### config.mk
export PLATFORM = sky130hd
export DESIGN_NAME = uart_tx_buffered
export DESIGN_NICKNAME = d
export VERILOG_FILES = /design/src/rtl/uart_pkg.sv /design/src/rtl/uart_sync_fifo.sv /design/src/rtl/uart_tx_buffered.sv
export SDC_FILE = /design/constraint.sdc
export NUM_CORES = 1
export LEC_CHECK = 0
export ABC_AREA = 1
export BUFFER_PORTS_ARGS = -buffer_cell sky130_fd_sc_hd__buf_4
export CAP_MARGIN = 40
export CORE_AREA = 4 4 186 143
export CTS_BUF_LIST = sky130_fd_sc_hd__clkbuf_4
export CTS_CLUSTER_SIZE = 14
export DETAILED_ROUTE_END_ITERATION = 16
export DIE_AREA = 0 0 190 147
export GPL_TIMING_DRIVEN = 0
export PLACE_DENSITY_LB_ADDON = 0.2
export SYNTH_ARGS = -nofsm -noshare
export SYNTH_HDL_FRONTEND = slang
export SYNTH_SLANG_ARGS = --single-unit
### constraint.sdc
create_clock -name i_clk_sys -period 4.1 [get_ports i_clk_sys]
set_input_delay 0.41 -clock i_clk_sys [delete_from_list [all_inputs] [get_ports i_clk_sys]]
set_output_delay 0.41 -clock i_clk_sys [all_outputs]
set_load 0.02 [all_outputs]
### src/rtl/uart_pkg.sv
`default_nettype none
// ============================================================================
// Module : uart_pkg
// Brief  : Shared FSM states, parity encodings and divisor helper for the UART.
// Rev    : 1.0  initial release
// ============================================================================
package uart_pkg;

  typedef enum logic [2:0] {
    S_IDLE   = 3'd0,
    S_START  = 3'd1,
    S_DATA   = 3'd2,
    S_PARITY = 3'd3,
    S_STOP   = 3'd4
  } tx_state_t;

  localparam logic [1:0] PAR_NONE  = 2'b00;
  localparam logic [1:0] PAR_ODD   = 2'b01;
  localparam logic [1:0] PAR_EVEN  = 2'b10;
  localparam logic [1:0] PAR_NONE2 = 2'b11;

  // Zero selects the build-time default; one would leave no room for a
  // counter boundary, so it is stretched to two.
  function automatic logic [31:0] eff_div(input logic [31:0] raw, input logic [31:0] def_div);
    if (raw == 32'd0)
      return def_div;
    else if (raw == 32'd1)
      return 32'd2;
    else
      return raw;
  endfunction

endpackage
`default_nettype wire

### src/rtl/uart_sync_fifo.sv
`default_nettype none
// ============================================================================
// Module : uart_sync_fifo
// Brief  : Single-clock FIFO with registered read data and occupancy count.
// Rev    : 1.0  initial release
// ============================================================================
module uart_sync_fifo #(
  parameter int WIDTH = 8,
  parameter int DEPTH = 16
) (
  input  logic                       clk,
  input  logic                       rst,
  input  logic                       push,
  input  logic [WIDTH-1:0]           wdata,
  input  logic                       pop,
  output logic [WIDTH-1:0]           rdata,
  output logic                       full,
  output logic                       empty,
  output logic [$clog2(DEPTH):0]     level
);

  localparam int AW = $clog2(DEPTH);
  localparam int LW = AW + 1;

  logic [WIDTH-1:0] mem [DEPTH];
  logic [AW-1:0]    wr_ptr;
  logic [AW-1:0]    rd_ptr;
  logic             push_ok;
  logic             pop_ok;

  assign full    = (level == LW'(DEPTH));
  assign empty   = (level == '0);
  assign push_ok = push && !full;
  assign pop_ok  = pop && !empty;

  always_ff @(posedge clk) begin
    if (push_ok)
      mem[wr_ptr] <= wdata;
  end

  always_ff @(posedge clk) begin
    if (rst) begin
      wr_ptr <= '0;
      rd_ptr <= '0;
      level  <= '0;
      rdata  <= '0;
    end else begin
      if (push_ok)
        wr_ptr <= wr_ptr + AW'(1);
      if (pop_ok) begin
        rd_ptr <= rd_ptr + AW'(1);
        rdata  <= mem[rd_ptr];
      end
      if (push_ok && !pop_ok)
        level <= level + LW'(1);
      else if (pop_ok && !push_ok)
        level <= level - LW'(1);
    end
  end

endmodule
`default_nettype wire

### src/rtl/uart_tx_buffered.sv
`default_nettype none
// ============================================================================
// Module : uart_tx_buffered
// Brief  : FIFO-buffered UART transmitter with per-frame divisor/parity/stop.
// Rev    : 1.0  initial release
// ============================================================================
module uart_tx_buffered
  import uart_pkg::*;
#(
  parameter int CLK_FRE    = 100,
  parameter int DEF_BAUD   = 9600,
  parameter int DATA_WIDTH = 8,
  parameter int FIFO_DEPTH = 16,
  parameter int DIV_WIDTH  = 16
) (
  input  logic                          i_clk_sys,
  input  logic                          i_rst,
  input  logic [DATA_WIDTH-1:0]         i_data_tx,
  input  logic                          i_data_valid,
  output logic                          o_data_ready,
  input  logic [DIV_WIDTH-1:0]          i_baud_div,
  input  logic [1:0]                    i_parity_mode,
  input  logic                          i_stop2,
  output logic                          o_uart_tx,
  output logic                          o_busy,
  output logic [$clog2(FIFO_DEPTH):0]   o_fifo_level,
  output logic                          o_done
);

  localparam logic [31:0] DEF_DIV = 32'((CLK_FRE * 1_000_000 + DEF_BAUD / 2) / DEF_BAUD);
  localparam int          BW      = $clog2(DATA_WIDTH);

  tx_state_t             state;
  logic                  pending;
  logic                  tx_line;
  logic                  done_pulse;
  logic [31:0]           baud_cnt;
  logic [31:0]           div_q;
  logic [1:0]            mode_q;
  logic                  stop2_q;
  logic                  stop_idx;
  logic [BW-1:0]         bit_cnt;
  logic [DATA_WIDTH-1:0] shift;
  logic                  par_bit;

  logic [DATA_WIDTH-1:0] fifo_rdata;
  logic                  fifo_full;
  logic                  fifo_empty;
  logic                  push;
  logic                  pop;
  logic                  baud_last;
  logic                  stop_end;
  logic                  par_en;

  assign o_data_ready = !fifo_full;
  assign push         = i_data_valid && !fifo_full;
  assign baud_last    = (baud_cnt == div_q - 32'd1);
  assign stop_end     = (state == S_STOP) && baud_last && !(stop2_q && !stop_idx);
  assign par_en       = (mode_q == PAR_ODD) || (mode_q == PAR_EVEN);
  // A finishing frame pops its successor on its final edge so the next start
  // bit follows after a single idle cycle.
  assign pop          = !fifo_empty && (((state == S_IDLE) && !pending) || stop_end);

  assign o_uart_tx    = tx_line;
  assign o_busy       = (state != S_IDLE);
  assign o_done       = done_pulse;

  uart_sync_fifo #(
    .WIDTH (DATA_WIDTH),
    .DEPTH (FIFO_DEPTH)
  ) u_fifo (
    .clk   (i_clk_sys),
    .rst   (i_rst),
    .push  (push),
    .wdata (i_data_tx),
    .pop   (pop),
    .rdata (fifo_rdata),
    .full  (fifo_full),
    .empty (fifo_empty),
    .level (o_fifo_level)
  );

  always_ff @(posedge i_clk_sys) begin
    if (i_rst) begin
      state      <= S_IDLE;
      pending    <= 1'b0;
      tx_line    <= 1'b1;
      done_pulse <= 1'b0;
      baud_cnt   <= '0;
      div_q      <= 32'd2;
      mode_q     <= PAR_NONE;
      stop2_q    <= 1'b0;
      stop_idx   <= 1'b0;
      bit_cnt    <= '0;
      shift      <= '0;
      par_bit    <= 1'b0;
    end else begin
      done_pulse <= 1'b0;
      if (pop) begin
        div_q   <= eff_div(32'(i_baud_div), DEF_DIV);
        mode_q  <= i_parity_mode;
        stop2_q <= i_stop2;
        pending <= 1'b1;
      end
      case (state)
        S_IDLE: begin
          baud_cnt <= '0;
          if (pending) begin
            pending  <= 1'b0;
            state    <= S_START;
            tx_line  <= 1'b0;
            shift    <= fifo_rdata;
            par_bit  <= (^fifo_rdata) ^ (mode_q == PAR_ODD);
          end
        end
        S_START: begin
          if (baud_last) begin
            baud_cnt <= '0;
            bit_cnt  <= '0;
            state    <= S_DATA;
            tx_line  <= shift[0];
          end else begin
            baud_cnt <= baud_cnt + 32'd1;
          end
        end
        S_DATA: begin
          if (baud_last) begin
            baud_cnt <= '0;
            if (bit_cnt == BW'(DATA_WIDTH - 1)) begin
              if (par_en) begin
                state   <= S_PARITY;
                tx_line <= par_bit;
              end else begin
                state    <= S_STOP;
                tx_line  <= 1'b1;
                stop_idx <= 1'b0;
              end
            end else begin
              bit_cnt <= bit_cnt + BW'(1);
              shift   <= shift >> 1;
              tx_line <= shift[1];
            end
          end else begin
            baud_cnt <= baud_cnt + 32'd1;
          end
        end
        S_PARITY: begin
          if (baud_last) begin
            baud_cnt <= '0;
            state    <= S_STOP;
            tx_line  <= 1'b1;
            stop_idx <= 1'b0;
          end else begin
            baud_cnt <= baud_cnt + 32'd1;
          end
        end
        S_STOP: begin
          if (baud_last) begin
            baud_cnt <= '0;
            if (stop2_q && !stop_idx) begin
              stop_idx <= 1'b1;
            end else begin
              state      <= S_IDLE;
              done_pulse <= 1'b1;
            end
          end else begin
            baud_cnt <= baud_cnt + 32'd1;
          end
        end
        default: begin
          state   <= S_IDLE;
          tx_line <= 1'b1;
        end
      endcase
    end
  end

endmodule
`default_nettype wire
Yosys cells after proc, flatten, opt, wreduce, memory -nomap -nowiden
Memories as Yosys holds them, arrays and structs flattened. A register that Yosys moved wholly into a read port is not among the register bits.
Cells that the tools add are included.
{"block": "totals", "ff_bits": 99, "elab_cells": 126, "latchBits": 0, "output_inout_bits": 9, "input_bits": 30, "romBits": 0, "ramBits": 128, "memories": 1}
{"block": "classes", "n_shift": 0, "n_eq_ne": 20, "bitwise_logic": 3, "n_mux": 43, "mul": 0, "n_lt_le_gt_ge": 0, "n_div": 0, "addsub": 7, "reduce_logical": 37}
{"memory": "u_fifo.mem", "words": 16, "width": 8, "read_ports": 1, "rd_clocked_by_memory_dff": 1, "write_ports": 1, "line": "uart_sync_fifo.sv:25", "source": "logic [WIDTH-1:0] mem [DEPTH];"}
{"op": "32-bit case mux with 2 select lines", "count": 1}
{"op": "3-bit 2-to-1 mux", "count": 11}
{"op": "32-bit by 1-bit adder with 32-bit output (second input constant)", "count": 1}
{"op": "32-bit == test", "count": 1}
{"op": "16-bit 2-to-1 mux", "count": 2}
{"op": "32-bit 2-to-1 mux", "count": 1}
{"op": "32-bit by 1-bit subtractor with 32-bit output (second input constant)", "count": 1}
{"op": "8-bit 2-to-1 mux", "count": 3}
{"op": "1-bit 2-to-1 mux", "count": 18}
{"op": "2-bit inequality test (second input constant)", "count": 9}
{"op": "16-bit by 1-bit == test with 1-bit output (second input constant)", "count": 1}
{"op": "16-bit zero test", "count": 1}
{"op": "8-bit case mux with 2 select lines", "count": 1}
{"op": "3-bit case mux with 5 select lines", "count": 1}
{"op": "7-bit AND reduction", "count": 2}
{"op": "1-bit logical AND", "count": 10}
{"op": "5-bit 2-to-1 mux", "count": 2}
{"op": "4-bit by 1-bit adder with 4-bit output (second input constant)", "count": 2}
{"op": "4-bit AND reduction", "count": 2}
{"op": "2-bit nonzero test", "count": 4}
{"op": "8-bit parity", "count": 1}
{"op": "1-bit zero test", "count": 7}
{"op": "3-bit by 2-bit == test with 1-bit output (second input constant)", "count": 2}
{"op": "3-bit == test (second input constant)", "count": 2}
{"op": "other kinds (21)", "count": 24}

Depth between registers and ports, before layout
Gate-level depths: netlist of the first run.
{"block": "logic_depth", "ltp_word": 10, "ltp_mapped": 29, "mapped_depth_nobuf": 28}

Hierarchy
A second synthesis of the first run with hierarchy kept.
{"block": "unflattened", "hier_cells": 1452, "hier_area_um2": 11382.2}
{"mod": "uart_sync_fifo", "instances": 1, "area_per_inst_um2": 6527.5, "seq_area_each_um2": 4264.1, "cells_each": 664}
{"mod": "uart_tx_buffered", "instances": 1, "area_per_inst_um2": 4854.7, "seq_area_each_um2": 1401.3, "cells_each": 788}

Worst setup path after synthesis of the first run
No wires, ideal clock.
{"block": "synth_path", "path_type": "register to register", "start": "register div_q[2]", "end": "register u_fifo.level[4]", "period_less_slack_ps": 3736, "arrival_time_ps": 3617, "stages_incl_launch_ff": 30, "required_ps": 3981, "n_path_buf": 1, "setup_ps": 119, "path_slack_ps": 364, "path_cell_list": "dfxtp_1 -> nor2_2 -> nand2_1 -> nor2_4 -> inv_2 -> nor2_1 -> ha_1 -> xor2_1 -> nand2_1 -> nor2_1 -> nand2_1 -> nor2_1 -> nand2_1 -> nor2_1 -> nand2_1 -> nor2_4 -> nand3_2 -> nand2_4 -> nand2_4 -> buf_2 -> ha_1 -> inv_1 -> ha_1 -> a21o_1 -> a21oi_1 -> nor2_1 -> nor2_1 -> nand2_1 -> o21ai_0 -> a21oi_1"}
{"block": "synth_between", "elab_chain_cells": 10, "word_cells_on_any_way": 12, "cone_classes": "1 x add/sub; 1 x eq/ne; 1 x mux; 9 x reduce/logical"}
{"item": "from (decl)", "line": "uart_tx_buffered.sv:38", "source": "logic [31:0] div_q;"}
{"item": "from (signal assigned)", "line": "uart_tx_buffered.sv:100", "source": "div_q <= eff_div(32'(i_baud_div), DEF_DIV);"}
{"item": "32-bit by 1-bit subtractor with 32-bit output *", "line": "uart_tx_buffered.sv:57", "source": "assign baud_last = (baud_cnt == div_q - 32'd1);"}
{"item": "32-bit == test *", "line": "uart_tx_buffered.sv:57"}
{"item": "1-bit logical AND * (2 in a row)", "line": "uart_tx_buffered.sv:58", "source": "assign stop_end = (state == S_STOP) && baud_last && !(stop2_q && !stop_idx);"}
{"item": "1-bit logical OR *", "line": "uart_tx_buffered.sv:62", "source": "assign pop = !fifo_empty && (((state == S_IDLE) && !pending) || stop_end);"}
{"item": "1-bit logical AND *", "line": "uart_tx_buffered.sv:62"}
{"item": "1-bit logical AND *", "line": "uart_sync_fifo.sv:34", "source": "assign pop_ok = pop && !empty;"}
{"item": "1-bit zero test", "line": "uart_sync_fifo.sv:54", "source": "if (push_ok && !pop_ok)"}
{"item": "1-bit logical AND", "line": "uart_sync_fifo.sv:54"}
{"item": "5-bit 2-to-1 mux / 2-bit nonzero test (equally long branches)"}
{"item": "to (signal assigned)", "line": "uart_sync_fifo.sv:55", "source": "level <= level + LW'(1);"}
{"item": "to (signal assigned)", "line": "uart_sync_fifo.sv:57", "source": "level <= level - LW'(1);"}
{"item": "to (decl)", "line": "uart_sync_fifo.sv:19", "source": "output logic [$clog2(DEPTH):0] level"}
Mark *: on every way between the ends. The rest lies on a longest branch, timed or not.
A chain may end at the register's enable or synchronous reset.

Worst setup path after layout of the first run
{"block": "layout_path", "start": "register div_q[4]", "end": "register u_fifo.level[4]"}
Same word-level chain as after synthesis.

==> summary.txt, run 1 <==
Status
  – Status: finished clean

STA
  – Least-Margin Pin Slew: 0.871 ns
  – Fmax: 255 MHz
  – Worst rel slew slack: 41.7%
  – Hold Vio Cnt, Final: 0
  – Setup Total Neg Slack: 0 ns
  – Final Slew Violations: 0
  – Period utilization: 95.5%
  – Final Setup Violations: 0
  – Layout Skew: 0.0696 ns
  – Final min period: 3.92 ns

Global routing
  – Initial antenna violation count: 1
  – Largest net degree at the start of global routing: 17
  – GRT overflow: 0
  – Overall routing resource usage: 23.8%
  – First-pass GRT wire length: 51700 um
  – Vias in the first global route: 9159

Worst setup path
  – Worst Setup Path Type: register to register
  – Critical path buffers and inverters: 2
  – Slowest-stage cell, CP: dfxtp_1
  – Crit path from: div_q[4]
  – Reg2Reg Depth: 28
  – Reg-to-reg slack, setup: 0.18 ns
  – Kind of end point of the critical path: register
  – CP top delay family: simple AND/OR/NAND/NOR gates
  – Reg2reg start: div_q[4]
  – End of the critical path: u_fifo.level[4]
  – CP arrival: 4.53 ns
  – Startpoint types: register
  – Cell repeated most along the worst path: nand2_1
  – Critical Path Max Stage Delay: 0.36 ns
  – R2R Path End: u_fifo.level[4]
  – Crit path required time: 4.71 ns
  – Crit path depth: 28
  – Maximum net fanout on the critical path: 15

Clocking
  – Clk pin slew, worst setup/hold paths: 0.07 ns
  – Clk sinks: 219
  – CTS H-tree depth: 2
  – Root Buffer: clkbuf_4
  – Clock Tree Buf Depth: 3
  – Later-pin clock latency in the skew report: 0.73 ns
  – CTS buffer count: 56
  – TritonCTS clock tree: done

Placed design
  – Post-DP Area: 11800 um^2
  – Routability congestion estimate: 0.949
  – Post-DP HPWL: 23900 um
  – IO Port Bufs: 38

Synthesis
  – Synth top area cells: edfxtp_1, dfxtp_1, nand2_1
  – Largest area contributor in the netlist: edfxtp_1
  – Yosys warning total: 0
  – Async set-or-reset flop fraction in the synthesized netlist: 0%
  – Synth Register Bits: 219
  – Top FF cell, synth: edfxtp_1
  – Share of Yosys cell area claimed by the top area cell type: 34.9%
  – Avg Cell Area, Syn: 8.35 um^2
  – Synth unique cells: 44
  – Synth Net Count: 1363
  – Seq/Total Area, Yosys: 51.5%
  – Cells after synthesis: 1317
  – Post-synth EDFFs: 128
  – Netlist Area Pre-Place: 11000 um^2

Finish
  – Fillers: 2328
  – Area grow syn2layout: 17.4%
  – Layout cells sized above 1: 13.6%
  – Design area: 12900 um^2
  – Nets: 1507

Routing
  – Via density: 5.43
  – Vias: 10027
  – WL/cell: 18.2 um
  – Antenna Nets Post-Route: 0
  – Initial drt markers: 1162
  – Final WL: 33600 um
  – DR pass1 iterations: 6
  – DRC: 0

Power and ir drop
  – Max IR drop VDD: 467 uV
  – Leakage: 5.00 nW
  – P per Cell Area: 660 nW/um^2

Die
  – Initial core utilization: 44.5%
  – Die Area: 27900 um^2
  – Ports: 39
  – Std-Cell Rows: 50
  – Core area: 24700 um^2
  – Die width: 190 um
  – Chip height: 147 um

Min path
  – Hold crit path type: input port to register
  – Hold_sp: i_data_tx[2]

Job
  – Max Cap Viol: 0
==> registers in the layout, summed over array words and instances, names as in the netlist, 2 cells and up <==
signal and cells:
baud_cnt 32, div_q 16, u_fifo.mem 128, shift 8, u_fifo.wr_ptr 4, mode_q 2, u_fifo.level 5, u_fifo.rd_ptr 4
bit_cnt 3, u_fifo.rdata 8, state 3
==> cell type report <==
class	count	area [um^2]	share of cell area (%)
Antenna cell	2	5.00	0.0388
Buffer	51	228	1.76
Clock buffer	80	601	4.65
Clock inverter	23	97.6	0.756
Inverter	110	413	3.20
Multi-Input combinational cell	936	4770	36.9
Sequential cell	219	5670	43.9
Tap cell	338	423	3.28
Timing Repair Buffer	87	708	5.49
==> power by group <==
group	switching, mW	total (mW)	internal (mW)
clock	0.937	1.84	0.905
combinational	2.59	3.89	1.30
sequential	0.239	2.79	2.55
total	3.76	8.52	4.76
==> placed cells by master (no fill, tap or decap), types with 2 or more instances in the layout <==
cell type      synthesis  layout
nand3_1               98      98
clkinv_1               3      22
o22ai_1               13      13
ha_1                  15      13
nor2_4                 4       5
nor3_1                14      14
nor2_1               182     179
clkbuf_1              41      41
nand2_4                4       2
buf_4                  2      67
nand2_2                5       6
ha_4                   0       2
dfxtp_1               91      88
o21ai_0               95      95
o211ai_1              11      11
a21oi_2                1       2
a21oi_1               76      75
o221ai_1              20      20
nand3b_1               7       7
inv_1                105     103
inv_2                  2       5
xnor2_1               12      12
dfxtp_2                0       3
nand2_1              295     294
dlygate4sd3_1          0      22
nor2_2                 5       7
nand3_2                3       2
nor3_2                 2       2
nand4_1               24      24
diode_2                0       2
nor4_1                 9       9
clkbuf_4               0      80
xor2_1                24      23
buf_6                  3       3
or2_2                  5       5
edfxtp_1             128     128
nand2_8                0       2
buf_2                  6       5
==> Yosys cell counts, types with 2 or more instances <==
master and count:
a21oi_1 76, buf_2 6, buf_4 2, buf_6 3, clkbuf_1 41, clkinv_1 3, dfxtp_1 91, edfxtp_1 128
ha_1 15, inv_1 105, inv_2 2, nand2_1 295, nand2_2 5, nand2_4 4, nand3_1 98, nand3_2 3
nand3b_1 7, nand4_1 24, nor2_1 182, nor2_2 5, nor2_4 4, nor3_1 14, nor3_2 2, nor4_1 9
o211ai_1 11, o21ai_0 95, o221ai_1 20, o22ai_1 13, or2_2 5, xnor2_1 12, xor2_1 24
==> cell families (layout without fill, tap and decap cells) <==
logic type                 count (synthesis)  in the layout  share of synthesized area, %
other                                      0              2                             0
buffers and inverters                    162            351                          5.87
and+or+nand+nor                          662            662                          26.4
adders and majority gates                 16             16                          1.89
xor gates and xnor gates                  37             37                          3.07
AOI/OAI and AO/OA                        221            221                          11.3
DFF                                      219            219                          51.5
==> repair_timing <==
item                                   CTS  global route
setup endpoints to repair                4             2
setup buffers                           12             4
hold buffers                            22             0
pin swaps                                2             5
endpoints found under the hold margin   63             0
gates resized for setup                  9             9
==> metrics by stage <==
step | setup slack [ns] | power, mW | std cells | hold WS [ns] | utilization, %
after global placement | -0.442 | 6.36 | 1693 | 0.449 | 47.4
after global routing | -0.0133 | 9.11 | 1846 | 0.0206 | 52.2
after CTS | 0.0606 | 8.39 | 1839 | 0.00213 | 51.9
after floorplan | 0.364 | 5.28 | 1317 | 0.439 | -
after detailed placement | -0.494 | 6.39 | 1703 | 0.455 | 47.7
final | 0.184 | 8.52 | 1846 | 0.0568 | 52.2
==> metal layers <==
metal  up-vias  track usage, %  share of wire [%]
li1       4804               -                  -
met1      4681            38.5                 49
met2       489            31.6                 39
met3        53            5.56                9.9
met4         0            5.64                1.8
met5         -               0                  0
==> how the worst min path moves through the flow <==
stage,to,cells past startpoint
2_1_floorplan,stop_idx,2
3_3_place_gp,stop_idx,2
3_5_place_dp,shift[7],2
4_1_cts,u_fifo.mem[2][3],1
5_1_grt,u_fifo.mem[2][3],1
6_report,u_fifo.mem[0][2],1
(Power assumes the default switching activity.)
==> run 2, diff against run 1 <==
--- a/config.mk
+++ b/config.mk
@@ -8,11 +8,13 @@
 export ABC_AREA = 1
 export BUFFER_PORTS_ARGS = -buffer_cell sky130_fd_sc_hd__buf_4
 export CAP_MARGIN = 40
-export CORE_AREA = 4 4 186 143
+export CELL_PAD_IN_SITES_DETAIL_PLACEMENT = 0
+export CELL_PAD_IN_SITES_GLOBAL_PLACEMENT = 1
+export CORE_AREA = 4 4 147 184
 export CTS_BUF_LIST = sky130_fd_sc_hd__clkbuf_4
 export CTS_CLUSTER_SIZE = 14
 export DETAILED_ROUTE_END_ITERATION = 16
-export DIE_AREA = 0 0 190 147
+export DIE_AREA = 0 0 151 188
 export GPL_TIMING_DRIVEN = 0
 export PLACE_DENSITY_LB_ADDON = 0.2
 export SYNTH_ARGS = -nofsm -noshare
==> constraint.sdc (replaced) <==
create_clock -name i_clk_sys -period 3.48 [get_ports i_clk_sys]
set_input_delay 0.348 -clock i_clk_sys [delete_from_list [all_inputs] [get_ports i_clk_sys]]
set_output_delay 0.348 -clock i_clk_sys [all_outputs]
set_load 0.02 [all_outputs]
==> summary.txt, run 2 (synthesis results as in run 1) <==
Global routing
  – Overall routing resource usage: 23.9% (was 23.8%)
  – GRT overflow: 0 (unchanged)
  – Initial antenna violation count: 1 (unchanged)
  – Largest net degree at the start of global routing: 18 (was 17)
  – Met1 GRT Util: 26.1% (was 38.5%)
  – Met2 GRT Util: 45.1% (was 31.6%)
  – GR Layer Usage met3: 3.53% (was 5.56%)
  – GR peak layer: met2 (was met1)
  – First-pass GRT wire length: 52500 um (was 51700 um)
  – Vias in the first global route: 9850 (was 9159)

Clocking
  – Later-pin clock latency in the skew report: 0.71 ns (was 0.73 ns)
  – Root Buffer: clkbuf_4 (unchanged)
  – Clk pin slew, worst setup/hold paths: 0.07 ns (about the same)
  – CTS H-tree depth: 2 (unchanged)
  – Clock Tree Buf Depth: 3 (unchanged)
  – TritonCTS clock tree: done (unchanged)
  – Clk sinks: 219 (unchanged)
  – CTS buffer count: 58 (was 56)

Power and ir drop
  – Leakage: 5.09 nW (was 5.00 nW)
  – Tot Pwr: 10.2 mW (was 8.52 mW)
  – P per Cell Area: 778 nW/um^2 (was 660 nW/um^2)
  – Max IR drop VDD: 381 uV (was 467 uV)

Worst setup path
  – Cell repeated most along the worst path: nand2_1 (unchanged)
  – Worst Setup Path Type: register to register (unchanged)
  – Maximum net fanout on the critical path: 8 (was 15)
  – Reg2Reg Depth: 26 (was 28)
  – Reg2reg start: div_q[7] (was div_q[4])
  – Reg-to-reg slack, setup: -0.11 ns (was 0.18 ns)
  – CP arrival: 4.20 ns (was 4.53 ns)
  – R2R Path End: u_fifo.level[4] (unchanged)
  – Slowest-stage cell, CP: fa_1 (was dfxtp_1)
  – Crit path required time: 4.08 ns (was 4.71 ns)
  – Critical Path Max Stage Delay: 0.39 ns (was 0.36 ns)
  – Startpoint types: register (unchanged)
  – Kind of end point of the critical path: register (unchanged)

Min path
  – Hold depth: 4 (was 1)
  – Hold crit path type: input port to register (unchanged)
  – Hold_sp: i_baud_div[1] (was i_data_tx[2])
  – Worst Hold End: div_q[1] (was u_fifo.mem[0][2])

Placed design
  – Post-DP HPWL: 24500 um (was 23900 um)
  – IO Port Bufs: 38 (unchanged)
  – Pre-CTS setup slack: -0.690 ns (was -0.494 ns)
  – Routability congestion estimate: 0.911 (was 0.949)

Routing
  – DRC: 0 (unchanged)
  – Via density: 5.25 (was 5.43)
  – DR pass1 iterations: 5 (was 6)
  – Antenna Nets Post-Route: 0 (unchanged)
  – WL/cell: 18.2 um (about the same)
  – Vias: 9753 (was 10027)
  – Initial drt markers: 558 (was 1162)
  – Final WL: 33800 um (was 33600 um)

Job
  – Max Cap Viol: 0 (unchanged)

Finish
  – Fillers: 2485 (was 2328)
  – Regs by FF count: u_fifo.mem (128), baud_cnt (32), div_q (16) (unchanged)
  – Biggest register: u_fifo.mem (unchanged)
  – Area of the multi-input gates: 4800 um^2 (was 4770 um^2)
  – Most frequent cells in the layout: nand2_1, nor2_1, edfxtp_1, inv_1, nand3_1 (unchanged)
  – Area grow syn2layout: 19.1% (was 17.4%)
  – Layout cells sized above 1: 15.5% (was 13.6%)
  – Most common cell after layout, fill and taps aside: nand2_1 (unchanged)
  – Max reg flops: 128 (unchanged)
  – Nets: 1524 (was 1507)
  – Final core occ: 52.0% (was 52.2%)
  – Storage cell area: 5690 um^2 (was 5670 um^2)

Die
  – Die Area: 28400 um^2 (was 27900 um^2)
  – Die width: 151 um (was 190 um)
  – Ports: 39 (unchanged)
  – Core area: 25200 um^2 (was 24700 um^2)
  – Std-Cell Rows: 65 (was 50)
  – Initial core utilization: 43.6% (was 44.5%)
  – Chip height: 188 um (was 147 um)

STA
  – Hold Vio Cnt, Final: 0 (unchanged)
  – Final min period: 3.59 ns (was 3.92 ns)
  – Layout Skew: 0.0612 ns (was 0.0696 ns)
  – Least-Margin Pin Slew: 0.857 ns (was 0.871 ns)
  – Setup ws final: -0.114 ns (was 0.184 ns)
  – RSZ-0062 raised after global routing: yes
  – Period utilization: 103% (was 95.5%)
  – Final Slew Violations: 0 (unchanged)
  – Fmax: 278 MHz (was 255 MHz)
  – Final Setup Violations: 2 (was 0)
  – Worst rel slew slack: 42.7% (was 41.7%)

Status
  – Failing checks: setup timing
  – Status: finished with violations (was finished clean)
[run 2: changes by cell type in the layout (fill, tap and decap cells not counted), sizes merged]
cell	previous run	this run
clkinv	24	22
buf	75	86
inv	109	110
clkbuf	121	122
diode	2	1
dlygate4sd3	22	26
[run 2: per-stage QoR]
step / cell area, um^2 / setup TNS, ns / cells / hold WS [ns]
finish: 13100 / -0.188 / 1857 / 0.101
global route: 13100 / -0.936 / 1857 / 0.0507
CTS: 13000 / -0.0965 / 1851 / 0.0591
detailed placement: 11800 / -2.02 / 1702 / 0.455
global placement: 11700 / -1.96 / 1690 / 0.448
floorplan: 11000 / 0 / 1317 / 0.439
[run 2: worst max path at each step]
stage | cells past startpoint | to | start
after global routing | 28 | u_fifo.level[4] | div_q[7]
after CTS | 29 | u_fifo.level[4] | div_q[2]
after floorplan | 29 | u_fifo.level[4] | div_q[4]
after detailed placement | 29 | u_fifo.level[4] | div_q[0]
final | 26 | u_fifo.level[4] | div_q[7]
after global placement | 29 | u_fifo.level[4] | div_q[0]
[run 2: metal layers]
| metal | wire (um) | vias up |
|---|---|---|
| li1 | - | 4831 |
| met1 | 12800 | 4561 |
| met2 | 18200 | 268 |
| met3 | 1420 | 93 |
| met4 | 1410 | 0 |
| met5 | 0 | - |
[run 2: cell type report]
type,count,share of cell area (%)
Tap cell,335,3.20
Clock buffer,81,4.64
Sequential cell,219,43.4
Antenna cell,1,0.0191
Clock inverter,22,0.764
Inverter,110,3.19
Multi-Input combinational cell,936,36.7
Buffer,51,1.74
Timing Repair Buffer,102,6.34
[run 2: worst max-delay path, delay by kind of cell (launching register included)]
kind | cells | cell delay (ns)
AND/OR/NAND/NOR | 16 | 1.73
adder cells (fa/ha/maj) | 2 | 0.56
AO/OA/AOI/OAI | 4 | 0.51
flip-flops | 1 | 0.36
buffers and inverters | 4 | 0.36
[run 2: where the power goes]
group,internal (mW),switching [mW]
Clock,1.08,1.08
Combinational,1.67,3.06
Sequential,3.03,0.271
Total,5.78,4.41
[run 2: repair_timing]
action | in CTS | in global routing
pin swaps | 15 | 18
hold buffers | 26 | 0
hold endpoints to repair | 146 | 0
resized for setup | 25 | 10
buffers inserted | 20 | 6
setup endpoints to repair | 4 | 4
==> run 3, diff against run 2 <==
--- a/config.mk
+++ b/config.mk
@@ -20,3 +20,4 @@
 export SYNTH_ARGS = -nofsm -noshare
 export SYNTH_HDL_FRONTEND = slang
 export SYNTH_SLANG_ARGS = --single-unit
+export TNS_END_PERCENT = 50
==> summary.txt, run 3 (synthesis results as in run 1) <==
Global routing
  – Overall routing resource usage: 23.9% (unchanged)
  – Largest net degree at the start of global routing: 18 (unchanged)
  – First-pass GRT wire length: 52500 um (unchanged)
  – Vias in the first global route: 9850 (unchanged)
  – Initial antenna violation count: 1 (unchanged)
  – GRT overflow: 0 (unchanged)

Power and ir drop
  – Sequential group share of total power: 32.3% (was 32.4%)
  – Switch share: 43.4% (was 43.3%)
  – P per Cell Area: 779 nW/um^2 (was 778 nW/um^2)
  – Clk pwr share: 21.3% (was 21.2%)
  – Max IR drop VDD: 382 uV (was 381 uV)
  – Combinational Power Share: 46.4% (about the same)
  – Pint: 5.78 mW (about the same)
  – Switching pwr: 4.42 mW (was 4.41 mW)
  – Leakage: 5.09 nW (unchanged)

STA
  – RSZ-0062 raised after global routing: yes (unchanged)
  – Least-Margin Pin Slew: 0.853 ns (was 0.857 ns)
  – Fmax: 278 MHz (about the same)
  – Final Setup Violations: 2 (unchanged)
  – Period utilization: 103% (about the same)
  – Final min period: 3.60 ns (was 3.59 ns)
  – Worst rel slew slack: 42.9% (was 42.7%)
  – Hold Vio Cnt, Final: 0 (unchanged)
  – Setup ws final: -0.118 ns (was -0.114 ns)
  – Layout Skew: 0.0604 ns (was 0.0612 ns)
  – Final Slew Violations: 0 (unchanged)

Worst setup path
  – Critical Path Max Stage Delay: 0.39 ns (about the same)
  – Reg-to-reg slack, setup: -0.12 ns (was -0.11 ns)
  – Cell repeated most along the worst path: nand2_1 (unchanged)
  – Maximum net fanout on the critical path: 8 (unchanged)
  – R2R Path End: u_fifo.level[4] (unchanged)
  – Startpoint types: register (unchanged)
  – Reg2reg start: div_q[7] (unchanged)
  – Crit path from: div_q[7] (unchanged)
  – Worst Setup Path Type: register to register (unchanged)
  – Kind of end point of the critical path: register (unchanged)
  – Reg2Reg Depth: 26 (unchanged)
  – CP arrival: 4.20 ns (about the same)
  – Slowest-stage cell, CP: fa_1 (unchanged)
  – Crit path required time: 4.08 ns (about the same)

Clocking
  – CTS buffer count: 58 (unchanged)
  – CTS H-tree depth: 2 (unchanged)
  – Clk pin slew, worst setup/hold paths: 0.07 ns (about the same)
  – TritonCTS clock tree: done (unchanged)
  – Clock Tree Buf Depth: 3 (unchanged)
  – Clk sinks: 219 (unchanged)
  – Later-pin clock latency in the skew report: 0.71 ns (about the same)
  – Root Buffer: clkbuf_4 (unchanged)

Die
  – Core area: 25200 um^2 (unchanged)
  – Die width: 151 um (unchanged)
  – Std-Cell Rows: 65 (unchanged)
  – Ports: 39 (unchanged)
  – Chip height: 188 um (unchanged)
  – Initial core utilization: 43.6% (unchanged)
  – Die Area: 28400 um^2 (unchanged)

Status
  – Failing checks: setup timing (unchanged)
  – Status: finished with violations (unchanged)

Finish
  – Fin cells: 1857 (unchanged)
  – Biggest register: u_fifo.mem (unchanged)
  – Nets: 1524 (unchanged)
  – Most frequent cells in the layout: nand2_1, nor2_1, edfxtp_1, inv_1, nand3_1 (unchanged)
  – Storage cell area: 5690 um^2 (unchanged)
  – Most common cell after layout, fill and taps aside: nand2_1 (unchanged)
  – Area grow syn2layout: 19.1% (unchanged)
  – Regs by FF count: u_fifo.mem (128), baud_cnt (32), div_q (16) (unchanged)
  – Fillers: 2485 (unchanged)
  – Max reg flops: 128 (unchanged)
  – Area of the multi-input gates: 4800 um^2 (unchanged)
  – Layout cells sized above 1: 15.5% (unchanged)

Routing
  – Vias: 9767 (was 9753)
  – Via density: 5.26 (was 5.25)
  – Antenna Nets Post-Route: 0 (unchanged)
  – WL/cell: 18.2 um (about the same)
  – DRC: 0 (unchanged)
  – DR pass1 iterations: 6 (was 5)
  – Initial drt markers: 560 (was 558)
  – Final WL: 33900 um (was 33800 um)

Min path
  – Hold_sp: i_baud_div[1] (unchanged)
  – Hold crit path type: input port to register (unchanged)
  – Hold depth: 4 (unchanged)
  – Worst Hold End: div_q[1] (unchanged)

Placed design
  – Routability congestion estimate: 0.911 (unchanged)
  – Post-DP HPWL: 24500 um (unchanged)
  – Cells after DPL: 1702 (unchanged)
  – IO Port Bufs: 38 (unchanged)
  – Pre-CTS setup slack: -0.690 ns (unchanged)

Job
  – Max Cap Viol: 0 (unchanged)
[run 3: cell counts in the layout (fill, tap and decap cells not counted)]
No cell type changed its count.
[run 3: per-layer routing]
| metal | global-route usage [%] | vias to the layer above | wire length (um) |
|---|---|---|---|
| met5 | 0 | - | 0 |
| li1 | - | 4831 | - |
| met3 | 3.53 | 90 | 1490 |
| met4 | 9.77 | 0 | 1330 |
| met2 | 45.1 | 259 | 18300 |
| met1 | 26.1 | 4587 | 12700 |
[run 3: power by group through the flow]
stage	clock network [mW]	logic, mW	registers (mW)
final	2.17	4.73	3.30
after global routing	2.38	5.23	3.33
after CTS	2.23	4.68	3.29
after detailed placement	0	4.32	3.33
after global placement	0	4.27	3.33
after floorplan	0	3.02	3.28
[run 3: stage by stage]
step | hold slack [ns] | power [mW] | utilization [%] | TNS (ns) | area, um^2
floorplan | 0.439 | 6.30 | - | 0 | 11000
finish | 0.0979 | 10.2 | 52.0 | -0.206 | 13100
CTS | 0.0591 | 10.2 | 51.7 | -0.0965 | 13000
detailed placement | 0.455 | 7.65 | 46.9 | -2.02 | 11800
global placement | 0.448 | 7.60 | 46.6 | -1.96 | 11700
global route | 0.0507 | 10.9 | 52.0 | -0.936 | 13100
[run 3: repair_timing]
action	CTS	global route
setup endpoints to repair	4	4
pin swaps	15	18
buffers inserted	20	6
resized for setup	25	10
hold endpoints to repair	146	0
hold buffers	26	0
[run 3: worst max-delay path by stage]
stage | slack, ns | cells past startpoint | end
finish | -0.12 | 26 | u_fifo.level[4]
CTS | -0.07 | 29 | u_fifo.level[4]
detailed placement | -0.69 | 29 | u_fifo.level[4]
global placement | -0.68 | 29 | u_fifo.level[4]
floorplan | 0.008 | 29 | u_fifo.level[4]
global route | -0.42 | 28 | u_fifo.level[4]
[run 3: worst max-delay path, delay by kind of cell, from the launching register on]
| kind | cells | cell delay, ns |
|---|---|---|
| compound gates | 4 | 0.51 |
| flops | 1 | 0.36 |
| buf+inv | 4 | 0.36 |
| simple gates | 16 | 1.74 |
| fa+ha+maj | 2 | 0.56 |
[run 3: cell type report]
class                      instances  area share (%)
clock buffer                      81            4.64
timing repair buffer             102            6.34
buffer                            51            1.74
tap                              335            3.20
sequential                       219            43.4
antenna                            1          0.0191
clock inverter                    22           0.764
inverter                         110            3.19
multi-input combinational        936            36.7
